==> src/rtl/mem_access_ctrl.sv <==
// mem_access_ctrl: initiator-side controller for a word-wide data memory.
// Accepts byte/half/word loads and stores, performs read-modify-write for
// sub-word stores, and returns extended load data with a one-cycle strobe.
module mem_access_ctrl #(
    parameter int ADDR_W = 8,
    parameter int DATA_W = 32
) (
    input  logic              clk,
    input  logic              rst_n,
    input  logic              reqValid,
    output logic              reqReady,
    input  logic              reqWrite,
    input  logic [1:0]        reqSize,
    input  logic              reqSigned,
    input  logic [31:0]       reqAddr,
    input  logic [DATA_W-1:0] reqWData,
    output logic              rspValid,
    output logic [DATA_W-1:0] rspRData,
    output logic              rspError,
    output logic [ADDR_W-1:0] memAddress,
    output logic [DATA_W-1:0] memWrData,
    output logic              memRead,
    output logic              memWrite,
    input  logic [DATA_W-1:0] memRdData
);

    localparam logic [2:0] S_IDLE    = 3'd0;
    localparam logic [2:0] S_READ    = 3'd1;
    localparam logic [2:0] S_CAPTURE = 3'd2;
    localparam logic [2:0] S_WRITE   = 3'd3;
    localparam logic [2:0] S_RESP    = 3'd4;

    logic [2:0]        state_q, state_d;
    logic              write_q, write_d;
    logic [1:0]        size_q, size_d;
    logic              signed_q, signed_d;
    logic [1:0]        lane_q, lane_d;
    logic [ADDR_W-1:0] addr_q, addr_d;
    logic [DATA_W-1:0] wdata_q, wdata_d;   // store data, later the merged word
    logic [DATA_W-1:0] rdata_q, rdata_d;
    logic              err_q, err_d;

    logic              req_err;
    logic [4:0]        shamt;
    logic [7:0]        lane_b;
    logic [15:0]       lane_h;
    logic [DATA_W-1:0] ext_data;
    logic [DATA_W-1:0] lane_mask;
    logic [DATA_W-1:0] merged;

    // Classify an incoming request as illegal size, misaligned or out of range
    always_comb begin
        req_err = (reqSize == 2'd3)
               || (reqSize == 2'd1 && reqAddr[0])
               || (reqSize == 2'd2 && reqAddr[1:0] != 2'b00)
               || (|reqAddr[31:ADDR_W+2]);
    end

    // Lane extraction/extension for loads and lane merge for sub-word stores
    always_comb begin
        shamt  = {lane_q, 3'b000};
        lane_b = memRdData[shamt +: 8];
        lane_h = memRdData[{lane_q[1], 4'b0000} +: 16];
        case (size_q)
            2'd0:    ext_data = {{(DATA_W-8){signed_q & lane_b[7]}}, lane_b};
            2'd1:    ext_data = {{(DATA_W-16){signed_q & lane_h[15]}}, lane_h};
            default: ext_data = memRdData;
        endcase
        if (size_q == 2'd0)
            lane_mask = {{(DATA_W-8){1'b0}}, 8'hFF} << shamt;
        else
            lane_mask = {{(DATA_W-16){1'b0}}, 16'hFFFF} << shamt;
        merged = (memRdData & ~lane_mask) | ((wdata_q << shamt) & lane_mask);
    end

    // Next-state and request latch logic
    always_comb begin
        state_d  = state_q;
        write_d  = write_q;
        size_d   = size_q;
        signed_d = signed_q;
        lane_d   = lane_q;
        addr_d   = addr_q;
        wdata_d  = wdata_q;
        rdata_d  = rdata_q;
        err_d    = err_q;
        case (state_q)
            S_IDLE: begin
                if (reqValid) begin
                    write_d  = reqWrite;
                    size_d   = reqSize;
                    signed_d = reqSigned;
                    lane_d   = reqAddr[1:0];
                    addr_d   = reqAddr[ADDR_W+1:2];
                    wdata_d  = reqWData;
                    rdata_d  = '0;
                    err_d    = req_err;
                    if (req_err)
                        state_d = S_RESP;
                    else if (reqWrite && reqSize == 2'd2)
                        state_d = S_WRITE;
                    else
                        state_d = S_READ;
                end
            end
            S_READ:    state_d = S_CAPTURE;
            S_CAPTURE: begin
                if (write_q) begin
                    wdata_d = merged;
                    state_d = S_WRITE;
                end else begin
                    rdata_d = ext_data;
                    state_d = S_RESP;
                end
            end
            S_WRITE:   state_d = S_RESP;
            S_RESP:    state_d = S_IDLE;
            default:   state_d = S_IDLE;
        endcase
    end

    // State and latched request registers; reset aborts any operation
    always_ff @(posedge clk or negedge rst_n) begin
        if (!rst_n) begin
            state_q  <= S_IDLE;
            write_q  <= 1'b0;
            size_q   <= 2'd0;
            signed_q <= 1'b0;
            lane_q   <= 2'd0;
            addr_q   <= '0;
            wdata_q  <= '0;
            rdata_q  <= '0;
            err_q    <= 1'b0;
        end else begin
            state_q  <= state_d;
            write_q  <= write_d;
            size_q   <= size_d;
            signed_q <= signed_d;
            lane_q   <= lane_d;
            addr_q   <= addr_d;
            wdata_q  <= wdata_d;
            rdata_q  <= rdata_d;
            err_q    <= err_d;
        end
    end

    // Outputs decode from state so reset clears them without waiting for a clock
    always_comb begin
        reqReady   = (state_q == S_IDLE);
        memRead    = (state_q == S_READ) || (state_q == S_CAPTURE);
        memWrite   = (state_q == S_WRITE);
        memAddress = addr_q;
        memWrData  = (state_q == S_WRITE) ? wdata_q : '0;
        rspValid   = (state_q == S_RESP);
        rspError   = (state_q == S_RESP) && err_q;
        rspRData   = (state_q == S_RESP) ? rdata_q : '0;
    end

endmodule
==> config.mk <==
export PLATFORM = sky130hd
export DESIGN_NAME = mem_access_ctrl
export DESIGN_NICKNAME = d
export VERILOG_FILES = /design/src/rtl/mem_access_ctrl.sv
export SDC_FILE = /design/constraint.sdc
export NUM_CORES = 1
export LEC_CHECK = 0
export ABC_AREA = 1
export ABC_CLOCK_PERIOD_IN_PS = 1500
export BUFFER_PORTS_ARGS = -buffer_cell sky130_fd_sc_hd__buf_2
export CORE_MARGIN = 2
export CORE_UTILIZATION = 51
export CTS_CLUSTER_DIAMETER = 30
export DETAILED_ROUTE_END_ITERATION = 10
export GPL_TIMING_DRIVEN = 0
export PLACE_DENSITY = 0.81
export SLEW_MARGIN = 25
export SYNTH_ARGS = -nofsm -noshare
export SYNTH_HDL_FRONTEND = slang
export SYNTH_SLANG_ARGS = --single-unit
export TNS_END_PERCENT = 50
==> constraint.sdc <==
create_clock -name clk -period 1.5 [get_ports clk]
set_input_delay 0.075 -clock clk [delete_from_list [all_inputs] [get_ports clk]]
set_output_delay 0.075 -clock clk [all_outputs]
set_load 0.01 [all_outputs]
# == After elaboration in Yosys (flattened, before gate mapping) ==
# Cells that the tools add are included.
# W data, S select, Z words.
# word_totals
reg_bits,82
latchBits,0
ram_bits,0
romBits,0
out_inout_bits,77
n_memories,0
# op_classes
add_sub_neg,0
n_mul,0
div_mod_pow,0
magnitude_cmp,0
eq_ne,11
n_shift,5
mux,15
bitwise_logic,6
n_reduce_logical,16
# ops
cell,n
$mux W32,7
$pmux W32 S2,3
$and A32 B32 Y32,2
$not A32 Y32,1
$or A32 B32 Y32,1
$shiftx A32 B6 Y16,1
$shiftx A32 B6 Y8,1
$shl A16 B5 Y32 const A,1
$shl A32 B5 Y32,1
$shl A8 B5 Y32 const A,1
$reduce_or A22 Y1,1
$pmux W3 S4,1
$mux W3,3
$eq A3 B2 Y1 const B,2
$ne A2 B2 Y1 const B,3
$reduce_and A3 Y1,2
$eq A2 B1 Y1 const B,2
$eq A2 B2 Y1 const B,2
$logic_and A1 B1 Y1,4
$logic_or A1 B1 Y1,4
$reduce_bool A2 Y1,2
$eq A3 B1 Y1 const B,1
$eq A3 B3 Y1 const B,1
$logic_not A3 Y1,1
4 further kinds,5

# == Longest topological paths before layout ==
# Gate-level depths: netlist (run 1).
# logic_depth
depth_word,8
ltp_mapped,10
depth_no_buf,8

# == Least setup slack after synthesis (run 1) ==
# No wires, ideal clock.
# synth_path
path_kind,reg2out
from,reg state_q[0]
to,out memWrData[10]
t_arrival_ns,1.374
path_slack_ns,0.051
path_stages_with_launch,6
n_path_buf,1
cell_sequence,dfrtp_1 -> inv_1 -> nor3_1 -> inv_1 -> clkbuf_1 -> nor2_1
# synth_via
elab_chain_cells,2
# synth_rtl
item,line,rtl
start: declaration,33,"logic [2:0] state_q, state_d;"
start signal: assignment,135,state_q <= state_d;
$eq A3 B2 Y1,n/a,
net memWrite,23,"output logic memWrite,"
$mux W32,153,memWrData = (state_q == S_WRITE) ? wdata_q : '0;
end: declaration,21,"output logic [DATA_W-1:0] memWrData,"
# The timed path passes the listed nets, and every way through them passes these cells.

# == Worst setup path after layout (run 1) ==
# layout_path
from,reg state_q[2]
to,out memWrData[9]
# layout_via
elab_chain_cells,2
# layout_rtl
item,line
$eq A3 B2 Y1,153
$mux W32,153
# No other way between the ends.

==> run summary, run 1 <==
DR vias -> 6168
Initial Utilization -> 0.531
Crit Path Category -> register to output pin
#FFs+latches synth -> 82
Final WS setup -> -0.216 ns
Die Span Y -> 105 um
vias in the first global route -> 5631
Pins Over Slew Limit -> 0
boundary pin count -> 180
syn_nets -> 894
drt wl/cell -> 15.3 um
die width -> 105 um
Core ar. -> 9860 sq um
Pre-Repair DR Iteration Count -> 5
share of cells above drive strength 1 -> 0.327
maxcap violations -> 0
clock tree sinks -> 82
crit end category -> output pin
Synth area leader -> dfrtp_1
Root Buffer -> clkbuf_8
post-synthesis cell count -> 791
Antenna diodes -> 0
status -> finished with violations
TritonCTS Buffers -> 9
gpl congestion -> 0.990
post-synth cell types -> 27
Final Hold Viols -> 3
Seq/Total Area, Yosys -> 0.392
post-route ant nets -> 0
Final Critical Period -> 1.72 ns
Leak -> 4.10 nW
H-Tree Depth -> 3
initial antenna violation count -> 0
DIE AREA -> 11100 sq um
Worst Skew -> 0.0108 ns
unrepaired setup endpoints after global routing -> yes
vias per inst -> 5.28
IR drop worst, VDD -> 0.905 mV
critical path arrival -> 1.64 ns
Worst Max-Slew Pin Slew -> 0.533 ns
Synth Area per Inst -> 6.62 sq um
dpl hpwl -> 12.9 mm
Req. time, crit path -> 1.42 ns
CTS tree -> done
Ys Warns -> 0
Mapped Area -> 5240 sq um
Final setup viols -> 99
Cells after DPL -> 1104
failing checks -> negative hold slack, negative setup slack
Fmax achieved -> 583 MHz
Non-Filler Instances -> 1169
first-pass GRT wire length -> 27.2 mm
Worst-path clk slew -> 0.08 ns
Nets -> 1134
Routed WL -> 17.9 mm
Min Hold Slack -> -0.0168 ns
CP max FO -> 8
DRC violations left -> 0
Starting DRT DRC Count -> 592
top cell type's share of synthesized area -> 0.392
grt ovf -> 0
Startpoint Class -> register
Overall Global Routing Usage -> 0.311
worst relative slew slack -> 0.645
Rows -> 36
Clock Tree Buf Depth -> 2
Setup WS pre-CTS -> -0.176 ns
dominant cells by area after synthesis -> dfrtp_1 (39%), nand2_1 (15%), nor2_1 (9.1%)
min-delay worst type -> primary input to register
buffers added on ports -> 179
Area Overhead vs Synth -> 42.0%
clk_lat worst skew -> 0.38 ns
largest net degree at the start of global routing -> 47
Final Cycle Share -> 1.14
pwr/cell area -> 1460 nW/um^2
==> layout by cell type (no fill, tap or decap), types with 5 or more instances in the layout <==
cell           instances
o21ai_1                9
nor2_4                 6
buf_2                176
nor2_2                15
a21oi_1               42
o22ai_1               18
clkbuf_4               7
buf_6                 22
nand2_1              203
clkbuf_8              12
nor2_1               109
o21ai_0               63
o21a_1                 7
nand2_2               10
or2_2                  8
dlygate4sd3_1         20
dfrtp_1               79
inv_2                  6
nand3_1               12
buf_4                 27
inv_1                112
o21ai_2                6
buf_8                  5
a21oi_2                6
o211ai_1              11
o221ai_1               7
==> per-layer routing <==
layer  vias to the layer above  global-route usage  wire length, um
li1                       2952                   -                -
met1                      2789               0.419             7320
met2                       360               0.494             8050
met3                        67              0.0693             1950
met4                         0               0.105              614
met5                         -                   0                0
==> cells in the mapped netlist <==
cell type,n
a21oi_1,48
a21oi_4,1
buf_1,1
buf_2,14
buf_4,4
buf_6,5
clkbuf_1,18
dfrtp_1,82
inv_1,119
inv_2,5
nand2_1,211
nand2_2,3
nand2_4,2
nand3_1,12
nand3_4,3
nor2_1,127
nor2_2,1
nor2_4,2
nor2_8,1
nor3_1,3
o211ai_1,11
o21a_1,7
o21ai_0,75
o21ai_1,3
o221ai_1,7
o22ai_1,18
or2_2,8
==> metrics by stage <==
step                      area [sq um]  hold WS (ns)   util  power (mW)  setup TNS [ns]
final                             7440       -0.0168  0.754        10.9          -13.37
after global routing              7440       0.00898  0.754        11.6          -20.82
after CTS                         6940      0.000679  0.703        9.87          -13.46
after detailed placement          6330        0.0829  0.642        7.83           -8.95
after global placement            6300         0.276  0.639        7.76          -29.35
after floorplan                   5240        -0.221      -        6.50               0
==> final timing paths <==
path / from / end / slack, ns / cells after the start
max: state_q[2] / memWrData[9] / -0.22 / 6
min: reqWData[5] / wdata_q[5] / -0.02 / 3
max reg2reg: state_q[0] / wdata_q[0] / -0.15 / 9
min reg2reg: memAddress[5] / memAddress[5] / 0.48 / 2
max in group asynchronous: rst_n / rdata_q[18] / 0.69 / 3
min in group asynchronous: rst_n / asynchronous set/reset pin / 0.21 / 2
==> critical path, cell delays in order, from the launching register on <==
cell and delay (ns):
dfrtp_1 0.42, buf_4 0.15, nor3_4 0.16, inv_4 0.12, clkbuf_16 0.18, nor2_2 0.09
buf_2 0.14
==> kinds of logic (layout without fill, tap and decap cells) <==
group,count (synthesis),in the layout,share of synthesized area
buffers and inverters,166,410,0.132
AO/OA/AOI/OAI,170,170,0.183
AND/OR/NAND/NOR,373,374,0.293
flip-flops,82,82,0.392
==> timing repair <==
action,4_1_cts,5_1_grt
pin swaps,5,12
setup buffers,7,16
hold buffers,19,1
setup endpoints to repair,132,141
endpoints found under the hold margin,54,1
resized for setup,54,113
gates cloned,1,5
==> final cells by class <==
| class | count | area [sq um] |
|---|---|---|
| Multi-Input combinational cell | 544 | 2680 |
| Timing Repair Buffer | 228 | 1430 |
| Buffer | 42 | 414 |
| Sequential cell | 82 | 2060 |
| Inverter | 124 | 490 |
| Clock inverter | 5 | 52.6 |
| Fill cell | 785 | 2430 |
| Tap cell | 133 | 166 |
| Clock buffer | 11 | 151 |
==> report_power, final <==
group / switching, mW / total [mW] / leakage (nW) / internal [mW]
Sequential: 0.401 / 3.25 / 1.05 / 2.85
Combinational: 3.58 / 5.92 / 2.95 / 2.33
Clock: 0.846 / 1.70 / 0.105 / 0.852
Total: 4.83 / 10.9 / 4.10 / 6.04
Power figures use the tool's default switching activity.
==> run 2, diff against run 1 <==
ABC_AREA = default   (was 1)
CORE_ASPECT_RATIO = 2   (was default)
CORE_UTILIZATION = 45   (was 51)
PLACE_DENSITY = 0.74   (was 0.81)
==> run summary, run 2 <==
Leak -> 3.86 nW (-5.8%)
vias in the first global route -> 5628 (-0.053%)
share of cells above drive strength 1 -> 0.501 (+0.174)
dpl hpwl -> 14.4 mm (+11%)
met1 usage -> 0.340 (-0.0794)
commonest non-fill, non-tap cell in the layout -> buf_2
status -> finished with violations
Synth Area per Inst -> 9.05 sq um (+37%)
asr flop ratio synth -> 1.00 (unchanged)
Hold Path Depth -> 3 (unchanged)
vias per inst -> 5.77 (+9.3%)
unrepaired setup endpoints after global routing -> yes
Crit Path Category -> register to register
Mapped Area -> 4970 sq um (-5.1%)
Worst Max-Slew Pin Slew -> 0.520 ns (-0.0130 ns)
Final setup viols -> 149 (+51%)
Top FF cell, synth -> dfrtp_1
Routed WL -> 19.5 mm (+8.8%)
dominant cells by area after synthesis -> dfrtp_1 (41%), mux2i_1 (6.8%), and2_1 (6.2%)
Final Hold Viols -> 0 (-3)
TritonCTS Buffers -> 9 (unchanged)
Rows -> 54 (+50%)
Final Cycle Share -> 1.17 (+0.0296)
Synth area leader -> dfrtp_1
Commonest cells post-synth -> dfrtp_1 (82), nand2_1 (70), and2_1 (49), o21ai_0 (47), mux2i_1 (34)
met3 GRT Util -> 0.0598 (-0.00943)
failing checks -> negative setup slack
grt ovf -> 0 (unchanged)
Worst Skew -> 0.0107 ns (-0.000108 ns)
most frequent cells in the layout -> buf_2 (166), dfrtp_1 (80), nand2_1 (62)
H-Tree Depth -> 3 (unchanged)
crit end category -> register
maxcap violations -> 0 (unchanged)
drt wl/cell -> 20.7 um (+35%)
critical path arrival -> 1.98 ns (+0.34 ns)
first-pass GRT wire length -> 29.6 mm (+8.8%)
gpl congestion -> 0.986 (-0.32%)
die width -> 78.3 um (-26%)
top cell type's share of synthesized area -> 0.413 (+0.0211)
most used routing layer -> met2
post-synth cell types -> 53 (+96%)
Post-synth EDFFs -> 0 (unchanged)
Area Overhead vs Synth -> 59.1%
min-delay worst type -> primary input to register
Req. time, crit path -> 1.72 ns (+0.30 ns)
Nets -> 900 (-21%)
Overall Global Routing Usage -> 0.326 (+0.0153)
#FFs+latches synth -> 82 (unchanged)
clock tree sinks -> 82 (unchanged)
IR drop worst, VDD -> 0.948 mV (+4.8%)
worst relative slew slack -> 0.653 (+0.00866)
power consumption -> 6.90 mW (-37%)
Starting DRT DRC Count -> 360 (-39%)
Final Critical Period -> 1.76 ns (+0.0444 ns)
Worst Hold Launch -> reqWData[18]
Startpoint Class -> register
buffers added on ports -> 179 (unchanged)
Initial Utilization -> 0.460 (-0.0712)
syn_nets -> 652 (-27%)
DIE AREA -> 12000 sq um (+7.7%)
Worst-path clk slew -> 0.06 ns (-0.02 ns)
DRC violations left -> 0 (unchanged)
Pins Over Slew Limit -> 0 (unchanged)
Seq/Total Area, Yosys -> 0.413 (+0.0211)
boundary pin count -> 180 (unchanged)
number of fill cells -> 805 (+2.5%)
Setup TNS Final -> -23.68 ns (-10.32 ns)
met2 Use GR -> 0.577 (+0.0832)
Core ar. -> 10800 sq um (+9.6%)
DR vias -> 5433 (-12%)
Root Buffer -> clkbuf_16
Worst Setup SP -> state_q[0]
reg2reg start -> state_q[0]
Antenna diodes -> 0 (unchanged)
CTS tree -> done
CP max FO -> 10 (+2)
most frequent cell after synthesis -> dfrtp_1
Pre-Repair DR Iteration Count -> 5 (unchanged)
largest net degree at the start of global routing -> 44 (-6.4%)
Reg2Reg Depth -> 7 (-2)
Ys Warns -> 0 (unchanged)
pwr/cell area -> 872 nW/um^2 (-40%)
initial antenna violation count -> 0 (unchanged)
Fmax achieved -> 568 MHz (-2.5%)
Clock Tree Buf Depth -> 2 (unchanged)
clk_lat worst skew -> 0.35 ns (-0.03 ns)
Final WS setup -> -0.260 ns (-0.0444 ns)
post-route ant nets -> 0 (unchanged)
Die Span Y -> 153 um (+45%)
post-synthesis cell count -> 549 (-31%)
## run 2: cell types whose count changed in the layout (fill, tap and decap cells not counted), moves of 26 or more
cell	before	now
and2_1	0	30
o21ai_0	63	16
nand2_1	203	62
mux2i_1	0	26
a21oi_1	42	9
nor2_1	109	4
inv_1	112	16
## run 2: cell type report
cell class                 count  area [sq um]  area share
buffer                        45           494      0.0625
clock buffer                   9           225      0.0285
clock inverter                 7          82.6      0.0104
inverter                      19          73.8     0.00933
multi-input combinational    403          3180       0.402
sequential                    82          2050       0.260
tap                          140           175      0.0221
timing repair buffer         237          1620       0.205
## run 2: logic make-up (layout without fill, tap and decap cells)
logic type,after synthesis,count (layout),synth area share
flip-flops,82,82,0.413
AO/OA/AOI/OAI,163,163,0.223
buffers and inverters,64,317,0.0602
multiplexers,43,43,0.0896
AND/OR/NAND/NOR,196,196,0.213
XOR/XNOR,1,1,0.00176
## run 2: metal layers
layer,part of all wire,up-vias,wire length (um)
met5,0,-,0
met4,0.070,0,1370
met3,0.046,78,898
met2,0.53,242,10300
met1,0.35,2628,6910
li1,-,2485,-
## run 2: final timing paths
kind | end | slack, ns
setup / recovery | wdata_q[3] | -0.26
hold / removal | register | 0.01
setup reg to reg | wdata_q[3] | -0.26
hold reg to reg | memAddress[5] | 0.47
max in group asynchronous | rdata_q[14] | 0.66
min in group asynchronous | state_q[1] | 0.24
## run 2: repair_timing
| item | 4_1_cts | 5_1_grt |
|---|---|---|
| buffers inserted | 18 | 13 |
| hold endpoints to repair | 60 | 0 |
| setup endpoints to repair | 151 | 151 |
| hold buffers | 22 | 0 |
| cloned | 4 | 1 |
| pin swaps | 10 | 36 |
| resized for setup | 140 | 96 |
## run 2: through the flow
| step | cell area, sq um | cells | worst slack, ns | hold WS, ns | util |
|---|---|---|---|---|---|
| 2_1_floorplan | 5090 | 549 | -0.127 | -0.221 | - |
| 3_3_place_gp | 6160 | 868 | -0.818 | 0.264 | 0.570 |
| 3_5_place_dp | 6190 | 869 | -0.513 | 0.0834 | 0.573 |
| 4_1_cts | 7430 | 929 | -0.234 | 0.00322 | 0.687 |
| 5_1_grt | 7910 | 942 | -0.331 | 0.00926 | 0.732 |
| 6_report | 7910 | 942 | -0.260 | 0.0148 | 0.732 |
## run 2: critical path, stage by stage, from the launching register on
cell and delay [ns]:
dfrtp_1 0.39, buf_6 0.15, or3b_1 0.37, buf_6 0.18, nor3_4 0.16, nor2_4 0.09, buf_4 0.17, a2bb2oi_2 0.13
## run 2: report_power, final
group          internal [mW]  total, mW  leakage [nW]  switching, mW
Sequential              2.38       2.51          1.05          0.131
Combinational          0.955       2.07          2.67           1.11
Clock                   1.32       2.32         0.145          0.997
